--- src/rtl/pwm_multi_channel_gen.sv ---
// pwm_multi_channel_gen: N-channel PWM with a shared period counter, double-buffered duties and debounced inc/dec buttons.
// Define PWM_CENTER_ALIGN_EN for up/down (center-aligned) counting with a 2*PERIOD cycle period.
module pwm_multi_channel_gen #(
    parameter int NUM_CH    = 4,
    parameter int CNT_W     = 8,
    parameter int PERIOD    = 10,
    parameter int STEP      = 1,
    parameter int DUTY_INIT = 5,
    parameter int DEB_DIV   = 4,
    parameter int SEL_W     = (NUM_CH > 1) ? $clog2(NUM_CH) : 1
) (
    input  logic              clk,
    input  logic              rst,
    input  logic              inc_btn,
    input  logic              dec_btn,
    input  logic [SEL_W-1:0]  ch_sel,
    output logic [NUM_CH-1:0] pwm_out,
    output logic [CNT_W-1:0]  duty_o,
    output logic              period_tick
);
    localparam int DW = (DEB_DIV > 1) ? $clog2(DEB_DIV) : 1;
    localparam logic [DW-1:0]    DEB_MAX = DW'(DEB_DIV - 1);
    localparam logic [CNT_W-1:0] CNT_MAX = CNT_W'(PERIOD - 1);
    localparam logic [CNT_W-1:0] D_INIT  = CNT_W'(DUTY_INIT);
    localparam logic [CNT_W:0]   PER_X   = (CNT_W+1)'(PERIOD);
    localparam logic [CNT_W:0]   STEP_X  = (CNT_W+1)'(STEP);

    logic [DW-1:0]     deb_cnt;
    logic              tick, inc_s1, inc_s2, dec_s1, dec_s2, inc_press, dec_press;
    logic [CNT_W-1:0]  cnt, sel_duty, nxt_duty;
    logic [CNT_W:0]    sum;
    logic              sel_ok, upd, wrap;
    logic [NUM_CH-1:0] hit;
    logic [CNT_W-1:0]  shadow [NUM_CH];
    logic [CNT_W-1:0]  active [NUM_CH];

    assign tick      = deb_cnt == DEB_MAX;
    assign inc_press = inc_s1 & ~inc_s2 & tick;
    assign dec_press = dec_s1 & ~dec_s2 & tick;
    assign upd       = sel_ok & (inc_press ^ dec_press);
    assign duty_o    = sel_duty;

    always_ff @(posedge clk or posedge rst)
        if (rst) begin
            deb_cnt <= '0;
            inc_s1  <= 1'b0;
            inc_s2  <= 1'b0;
            dec_s1  <= 1'b0;
            dec_s2  <= 1'b0;
        end else begin
            deb_cnt <= tick ? '0 : deb_cnt + DW'(1);
            if (tick) begin
                inc_s1 <= inc_btn;
                inc_s2 <= inc_s1;
                dec_s1 <= dec_btn;
                dec_s2 <= dec_s1;
            end
        end

    // Out-of-range selects match no channel, so presses on them are dropped.
    always_comb begin
        sel_ok   = 1'b0;
        sel_duty = '0;
        for (int i = 0; i < NUM_CH; i++)
            if (ch_sel == SEL_W'(i)) begin
                sel_ok   = 1'b1;
                sel_duty = shadow[i];
            end
        sum      = {1'b0, sel_duty} + STEP_X;
        nxt_duty = inc_press ? ((sum > PER_X) ? PER_X[CNT_W-1:0] : sum[CNT_W-1:0])
                 : (({1'b0, sel_duty} < STEP_X) ? '0 : sel_duty - STEP_X[CNT_W-1:0]);
    end

    always_ff @(posedge clk or posedge rst)
        if (rst) begin
            for (int i = 0; i < NUM_CH; i++) begin
                shadow[i] <= D_INIT;
                active[i] <= D_INIT;
            end
        end else begin
            for (int i = 0; i < NUM_CH; i++) begin
                if (upd && ch_sel == SEL_W'(i))
                    shadow[i] <= nxt_duty;
                if (wrap)
                    active[i] <= shadow[i];
            end
        end

`ifdef PWM_CENTER_ALIGN_EN
    logic dir_up;
    assign wrap = !dir_up && cnt == '0;

    // Endpoints are held one extra cycle while the direction flips.
    always_ff @(posedge clk or posedge rst)
        if (rst) begin
            cnt    <= '0;
            dir_up <= 1'b1;
        end else if (dir_up) begin
            if (cnt == CNT_MAX)
                dir_up <= 1'b0;
            else
                cnt <= cnt + CNT_W'(1);
        end else begin
            if (cnt == '0)
                dir_up <= 1'b1;
            else
                cnt <= cnt - CNT_W'(1);
        end

    always_comb
        for (int i = 0; i < NUM_CH; i++)
            hit[i] = ({1'b0, cnt} + {1'b0, active[i]}) >= PER_X;
`else
    assign wrap = cnt == CNT_MAX;

    always_ff @(posedge clk or posedge rst)
        if (rst)
            cnt <= '0;
        else
            cnt <= wrap ? '0 : cnt + CNT_W'(1);

    always_comb
        for (int i = 0; i < NUM_CH; i++)
            hit[i] = cnt < active[i];
`endif

    always_ff @(posedge clk or posedge rst)
        if (rst) begin
            pwm_out     <= '0;
            period_tick <= 1'b0;
        end else begin
            pwm_out     <= hit;
            period_tick <= wrap;
        end
endmodule

--- config.mk ---
export PLATFORM = sky130hd
export DESIGN_NAME = pwm_multi_channel_gen
export DESIGN_NICKNAME = d
export VERILOG_FILES = /design/src/rtl/pwm_multi_channel_gen.sv
export SDC_FILE = /design/constraint.sdc
export NUM_CORES = 1
export LEC_CHECK = 0
export ABC_CLOCK_PERIOD_IN_PS = 3050
export CAP_MARGIN = 20
export CORE_MARGIN = 4
export CORE_UTILIZATION = 40
export DETAILED_ROUTE_END_ITERATION = 7
export GPL_ROUTABILITY_DRIVEN = 0
export PLACE_DENSITY = 0.65
export SLEW_MARGIN = 10
export SYNTH_ARGS = -nofsm -noshare
export SYNTH_HDL_FRONTEND = slang
export SYNTH_SLANG_ARGS = --single-unit
export TNS_END_PERCENT = 20
--- constraint.sdc ---
create_clock -name clk -period 3.05 [get_ports clk]
set_input_delay 0.4575 -clock clk [delete_from_list [all_inputs] [get_ports clk]]
set_output_delay 0.4575 -clock clk [all_outputs]
set_load 0.03 [all_outputs]
==> summary.txt, run 1 <==
Status: completed
Power per cell area: 838 mW/mm²
Routed wire length: 9070 µm
Yosys reg bits: 83
Rows: 37
DRC violations left: 0
Total power: 4.30 mW
Worst EP arrival: 2.50 ns
Grt ovf: 0
Final cell count without fillers: 584
CP Max Fanout: 10
Final net count: 483
Core area: 0.0105 mm²
WS Path Type: in2out
Max_cap viols: 0
Post-synth ARST share: 100%
Adder-Cell Fraction of Synth Area: 9.75%
Worst EP required: 2.59 ns
Period utilization: 97.0%
Maximum vdd ir drop: 0.343 mV
Largest family of logic cells by synthesized area: compound AO/OA/AOI/OAI gates
First-pass GRT wire length: 15,800 µm
Vias post-DR: 2,981
EDFF count, synth: 0
Grt peak-use layer: met2
First DRT Iteration DRCs: 196
RSZ-0062 raised after global routing: no
Final Max Tran Viols: 0
Mapped Nets: 441
Critical Path End Type: output port
Xor and xnor area share after synthesis: 2.58%
Total GRT Usage: 15.4%
Max Freq: 338 MHz
Crit path largest cell delay: 0.59 ns
CTS H-tree lvls: 3
Die W: 112 µm
CTS buffer count: 9
Post-Synthesis Cells: 401
Ratio of cells with drive above 1 in the final layout: 24.3%
Met3 Track Usage GR: 3.56%
Final hold vios: 0
Clock Latency Late Sink: 0.36 ns
Min-Delay Path Class: reg2reg
Largest area contributor in the netlist: dfrtp_1
Synth unique cells: 45
M2 GR Usage: 26.2%
# diodes: 0
Cell Area, Synth: 0.00436 mm²
Post-route cell area: 0.00513 mm²
Placement-stage cell area: 0.00488 mm²
Starting Density: 41.7%
Clock slew at reported path FFs: 0.08 ns
CTS root buffer: clkbuf_8
Vias in the first global route: 3,232
Post-synthesis mux area share: 11.9%
Avg Cell Area, Syn: 10.9 µm²
Crit-path slowest cell: clkdlybuf4s50_1
Via density: 5.10
Cells after DPL: 568
Area contributors post-synth: dfrtp_1 (38%), ha_1 (9.7%), dfstp_2 (9.6%), mux2_2 (7.2%), nand2_1 (4.4%)
Slew @ Worst Pin: 0.643 ns
CTS sink count: 83
Post-synth top area share: 38.4%
Register area share after synthesis: 48.1%
Clock Path Buffers: 2
Area delta synth->final: 17.6%
Detailed-route wire length per cell: 15.5 µm
GR Layer Usage met1: 19.3%
Static leakage: 2.35 nW
Post-route ant nets: 0
Initial antenna violation count: 0
Synth Warn #: 0
Die ar.: 0.0126 mm²
Startpoint types: input port
Final setup viols: 0
Largest net degree at the start of global routing: 84
Relative slew slack: 57.0%
Final Core Density: 49.1%
Synth Flop Type: dfrtp_1
Die Y-Extent: 112 µm
CTS tree: done
Setup Skew: 0.00898 ns
I/O pins: 19
Minimum clock period after layout: 2.96 ns
Drt pass-1 iters: 4
Dpl hpwl: 6660 µm
Setup TNS Final: 0 ns
IO buf count: 18
Simple-gate share of the synthesized area: 10.8%
Critical path, cell by cell: clkdlybuf4s50_1, buf_4, mux4_2, buf_4, clkdlybuf4s50_1
CTS Hold Buffers Added: 0
Complex-gate fraction of the synthesized area: 12.0%
==> critical path, delay by kind of cell <==
kind / cells / cell delay, ns
multiplexers: 1 / 0.54
buffers and inverters: 4 / 1.50
==> flip-flops by register name, summed over array words and instances, names as in the netlist <==
name and count:
shadow 32, dec_s1 1, period_tick 1, dec_s2 1
cnt 8, deb_cnt 2, inc_s2 1, pwm_out 4
inc_s1 1, active 32
==> per-layer routing <==
layer  vias up  share of wire, %  routed length [µm]
li1       1464                 -                   -
met1      1468                45                4110
met2        35                50                4500
met3        14               2.9                 267
met4         0               2.1                 194
met5         -                 0                   0
==> kinds of logic after synthesis <==
kind of cell / after synthesis
compound gates: 83
xor+xnor: 12
fa+ha+maj: 34
buf+inv: 51
flops: 83
mux: 38
simple gates: 100
==> metrics by stage <==
stage                     setup WS (ns)  hold WS (ns)
after CTS                        0.0246         0.436
after detailed placement         -0.210         0.425
final                            0.0919         0.434
after global placement           -0.117         0.413
after floorplan                   0.319         0.403
after global routing             0.0245         0.468
==> layout make-up <==
cell class                      instances  area (µm²)
Clock buffer                           10         138
Clock inverter                          6         113
Fill cell                             993        5330
Inverter                               35         133
Multi-Input combinational cell        267        2050
Sequential cell                        83        2100
Tap cell                              136         170
Timing Repair Buffer                   47         428
==> cell usage after synthesis, types with 2 or more instances <==
library cell	instances
nand2b_1	7
mux2i_1	2
or2_2	2
dfrtp_1	67
o21ai_0	30
xor2_1	3
nor4_1	2
o31ai_1	8
and3_1	3
mux4_2	7
xnor2_1	8
nor3_1	3
mux2_2	28
buf_4	3
nand4_1	2
buf_6	2
o21a_1	4
ha_1	34
nand2_1	51
dfstp_2	16
a21oi_2	2
a21o_1	16
a21oi_1	14
nor2_1	15
o21ai_1	3
clkbuf_1	11
inv_1	35
nand3_1	6
==> cell usage in the layout, fill, tap and decap left out, types with 3 or more instances in the layout <==
master           count
a21o_1              16
a21oi_1             14
and3_1               3
buf_4               27
bufinv_16            3
clkbuf_8            10
clkdlybuf4s50_1     16
dfrtp_1             67
dfstp_2             16
ha_1                34
inv_1               34
mux2_2              28
mux4_2               7
nand2_1             51
nand2b_1             7
nand3_1              6
nor2_1              15
o21a_1               4
o21ai_0             30
o21ai_1              3
o31ai_1              8
xnor2_1              8
xor2_1               3
==> worst paths after layout <==
check / start / slack (ns) / endpoint / depth (start not counted)
worst max register to register: shadow[17] / 0.43 / shadow[2] / 11
min in group asynchronous: rst / 0.51 / pwm_out[3] / 3
worst min-delay path: deb_cnt[0] / 0.43 / deb_cnt[0] / 1
worst min register to register: deb_cnt[0] / 0.43 / deb_cnt[0] / 1
worst max-delay path: ch_sel[0] / 0.09 / duty_o[3] / 5
max in group asynchronous: rst / 2.17 / shadow[18] / 3
==> where the power goes <==
group | total (mW) | internal [mW] | switching [mW]
Clock | 0.969 | 0.567 | 0.401
Combinational | 1.72 | 0.826 | 0.898
Sequential | 1.61 | 1.43 | 0.177
==> what timing repair did <==
action / in CTS / in global routing
endpoints found under the setup margin: 0 / 2
setup buffers: 0 / 0
resized for setup: 0 / 2
Power figures use the tool's default switching activity.
==> run 2, diff against run 1 <==
- ABC_CLOCK_PERIOD_IN_PS: 3050 -> 3600
- PLACE_DENSITY: 0.65 -> unset
- PLACE_DENSITY_LB_ADDON: unset -> 0.15
- clock period: 3.05 -> 3.6 ns (I/O delays scaled with it)
==> run 2 against run 1 <==
Combinational power decreased by 22%. Clock power is 25% lower. Sequential power down 16%. Via count fell by 3.9%. Die area unchanged. Critical path type unchanged. Critical endpoint is now duty_o[6].
==> summary.txt, run 2 (same netlist as run 1, synthesis figures left out) <==
Starting Density: 41.7% (unchanged)
PostCTS Resize Cnt: 0 (unchanged)
Detailed-route wire length per cell: 15.1 µm (-2.7%)
Setup Skew: 0.0104 ns (+0.00145 ns)
Clock Path Buffers: 2 (unchanged)
Largest regs: active: 32 flops, shadow: 32 flops, cnt: 8 flops
Die W: 112 µm (unchanged)
Max Freq: 306 MHz
Hold Path Sink: deb_cnt[0]
First-pass GRT wire length: 15,200 µm (-3.6%)
Total GRT Usage: 14.9% (-0.48 points)
First DRT Iteration DRCs: 93 (-53%)
# diodes: 0 (unchanged)
Max_cap viols: 0 (unchanged)
Crit path largest cell delay: 0.74 ns (+0.15 ns)
CP Buf/Inv Count: 3 (-1)
CP most frequent cell: clkdlybuf4s50_1
CTS buffer count: 9 (unchanged)
Most common cell after layout, fill and taps aside: dfrtp_1
Ratio of cells with drive above 1 in the final layout: 21.7% (-2.7 points)
DRC violations left: 0 (unchanged)
Period utilization: 90.9%
Critical path, cell by cell: clkdlybuf4s50_1, buf_4, mux4_2, clkdlybuf4s50_1
Power per cell area: 689 mW/mm² (-18%)
Die Y-Extent: 112 µm (unchanged)
Maximum vdd ir drop: 0.364 mV (+6.2%)
Startpoint types: input port
Slew @ Worst Pin: 0.650 ns (+0.00684 ns)
R2R cell count: 7 (-4)
Die ar.: 0.0126 mm² (unchanged)
Initial antenna violation count: 0 (unchanged)
Area delta synth->final: 13.7%
Vias post-DR: 2,865 (-3.9%)
I/O pins: 19 (unchanged)
Critical Path End Type: output port
Reg2reg end: shadow[24]
Worst EP arrival: 2.73 ns (+0.23 ns)
Final Core Density: 47.4% (-1.6 points)
Fillers: 999 (+0.60%)
Most frequent cells in the layout: dfrtp_1 (67), nand2_1 (51), inv_1 (34), ha_1 (34), o21ai_0 (30)
CTS Hold Buffers Added: 0 (unchanged)
RSZ-0062 raised after global routing: no
Dpl hpwl: 6450 µm (-3.2%)
CP Max Fanout: 7 (-3)
Final hold vios: 0 (unchanged)
Clock Latency Late Sink: 0.35 ns (about the same)
Status: completed
CP top delay family: buffers and inverters
IO buf count: 18 (unchanged)
Minimum clock period after layout: 3.27 ns
Routed wire length: 8620 µm (-5.0%)
Via density: 5.03 (-1.5%)
Reg-to-reg slack, setup: 0.99 ns (+0.56 ns)
Core area: 0.0105 mm² (unchanged)
Relative slew slack: 56.6% (-0.46 points)
Setup TNS Final: 0 ns (unchanged)
Worst EP required: 3.06 ns (+0.47 ns)
Worst hold path depth: 1 (unchanged)
CTS H-tree lvls: 3 (unchanged)
CTS tree: done
WS Path Type: in2out
Final Max Tran Viols: 0 (unchanged)
Pre-CTS setup slack: 0.219 ns (+0.429 ns)
CTS sink count: 83 (unchanged)
FF-to-FF Start: shadow[17]
Min-delay src: deb_cnt[0]
Grt ovf: 0 (unchanged)
Final cell count without fillers: 570 (-2.4%)
Drt pass-1 iters: 4 (unchanged)
Final setup viols: 0 (unchanged)
# Post-CTS Setup Buffers: 0 (unchanged)
Final net count: 469 (-2.9%)
Clock slew at reported path FFs: 0.08 ns (about the same)
Crit-path slowest cell: clkdlybuf4s50_1
Worst hold slack: 0.429 ns (-0.00556 ns)
Static leakage: 2.22 nW (-5.7%)
Min-Delay Path Class: reg2reg
CTS root buffer: clkbuf_8
Vias in the first global route: 2,994 (-7.4%)
Rows: 37 (unchanged)
Final WS setup: 0.328 ns (+0.236 ns)
Post-route ant nets: 0 (unchanged)
Largest net degree at the start of global routing: 47 (-44%)
Cells after DPL: 554 (-2.5%)
run 2: worst max path at each step:
stage,slack (ns),start,depth (start not counted),to
2_1_floorplan,0.79,ch_sel[0],7,shadow[24]
3_3_place_gp,0.28,ch_sel[0],9,shadow[16]
3_5_place_dp,0.22,ch_sel[0],9,shadow[0]
4_1_cts,0.30,ch_sel[1],4,duty_o[6]
5_1_grt,0.26,ch_sel[1],4,duty_o[6]
6_report,0.33,ch_sel[1],4,duty_o[6]
run 2: stage by stage:
| stage | power [mW] | instance area, µm² |
|---|---|---|
| final | 3.42 | 4960 |
| after global routing | 3.69 | 4960 |
| after CTS | 3.48 | 4960 |
| after detailed placement | 2.73 | 4750 |
| after global placement | 2.71 | 4750 |
| after floorplan | 2.32 | 4360 |
run 2: final cells by class:
cell class	count	area [µm²]	share of cell area, %
Sequential cell	83	2100	42.2
Multi-Input combinational cell	267	2050	41.4
Inverter	35	133	2.67
Clock buffer	9	124	2.50
Tap cell	136	170	3.43
Clock inverter	7	92.6	1.87
Timing Repair Buffer	33	293	5.90
run 2: power by group:
part | leakage, nW | switching [mW] | internal [mW]
Clock | 0.103 | 0.337 | 0.388
Combinational | 1.07 | 0.724 | 0.616
Sequential | 1.05 | 0.140 | 1.21
run 2: metal layers:
layer	vias to the layer above	wire length (µm)	global-route usage, %
li1	1440	-	-
met1	1385	4180	20.6
met2	33	4100	23.6
met3	7	268	4.42
met4	0	65	2.88
met5	-	0	0
==> run 3, diff against run 2 <==
- HOLD_SLACK_MARGIN: unset -> 0.08
==> results of run 3 <==
No change in the layout: final DEF, timing and power equal those of run 2.
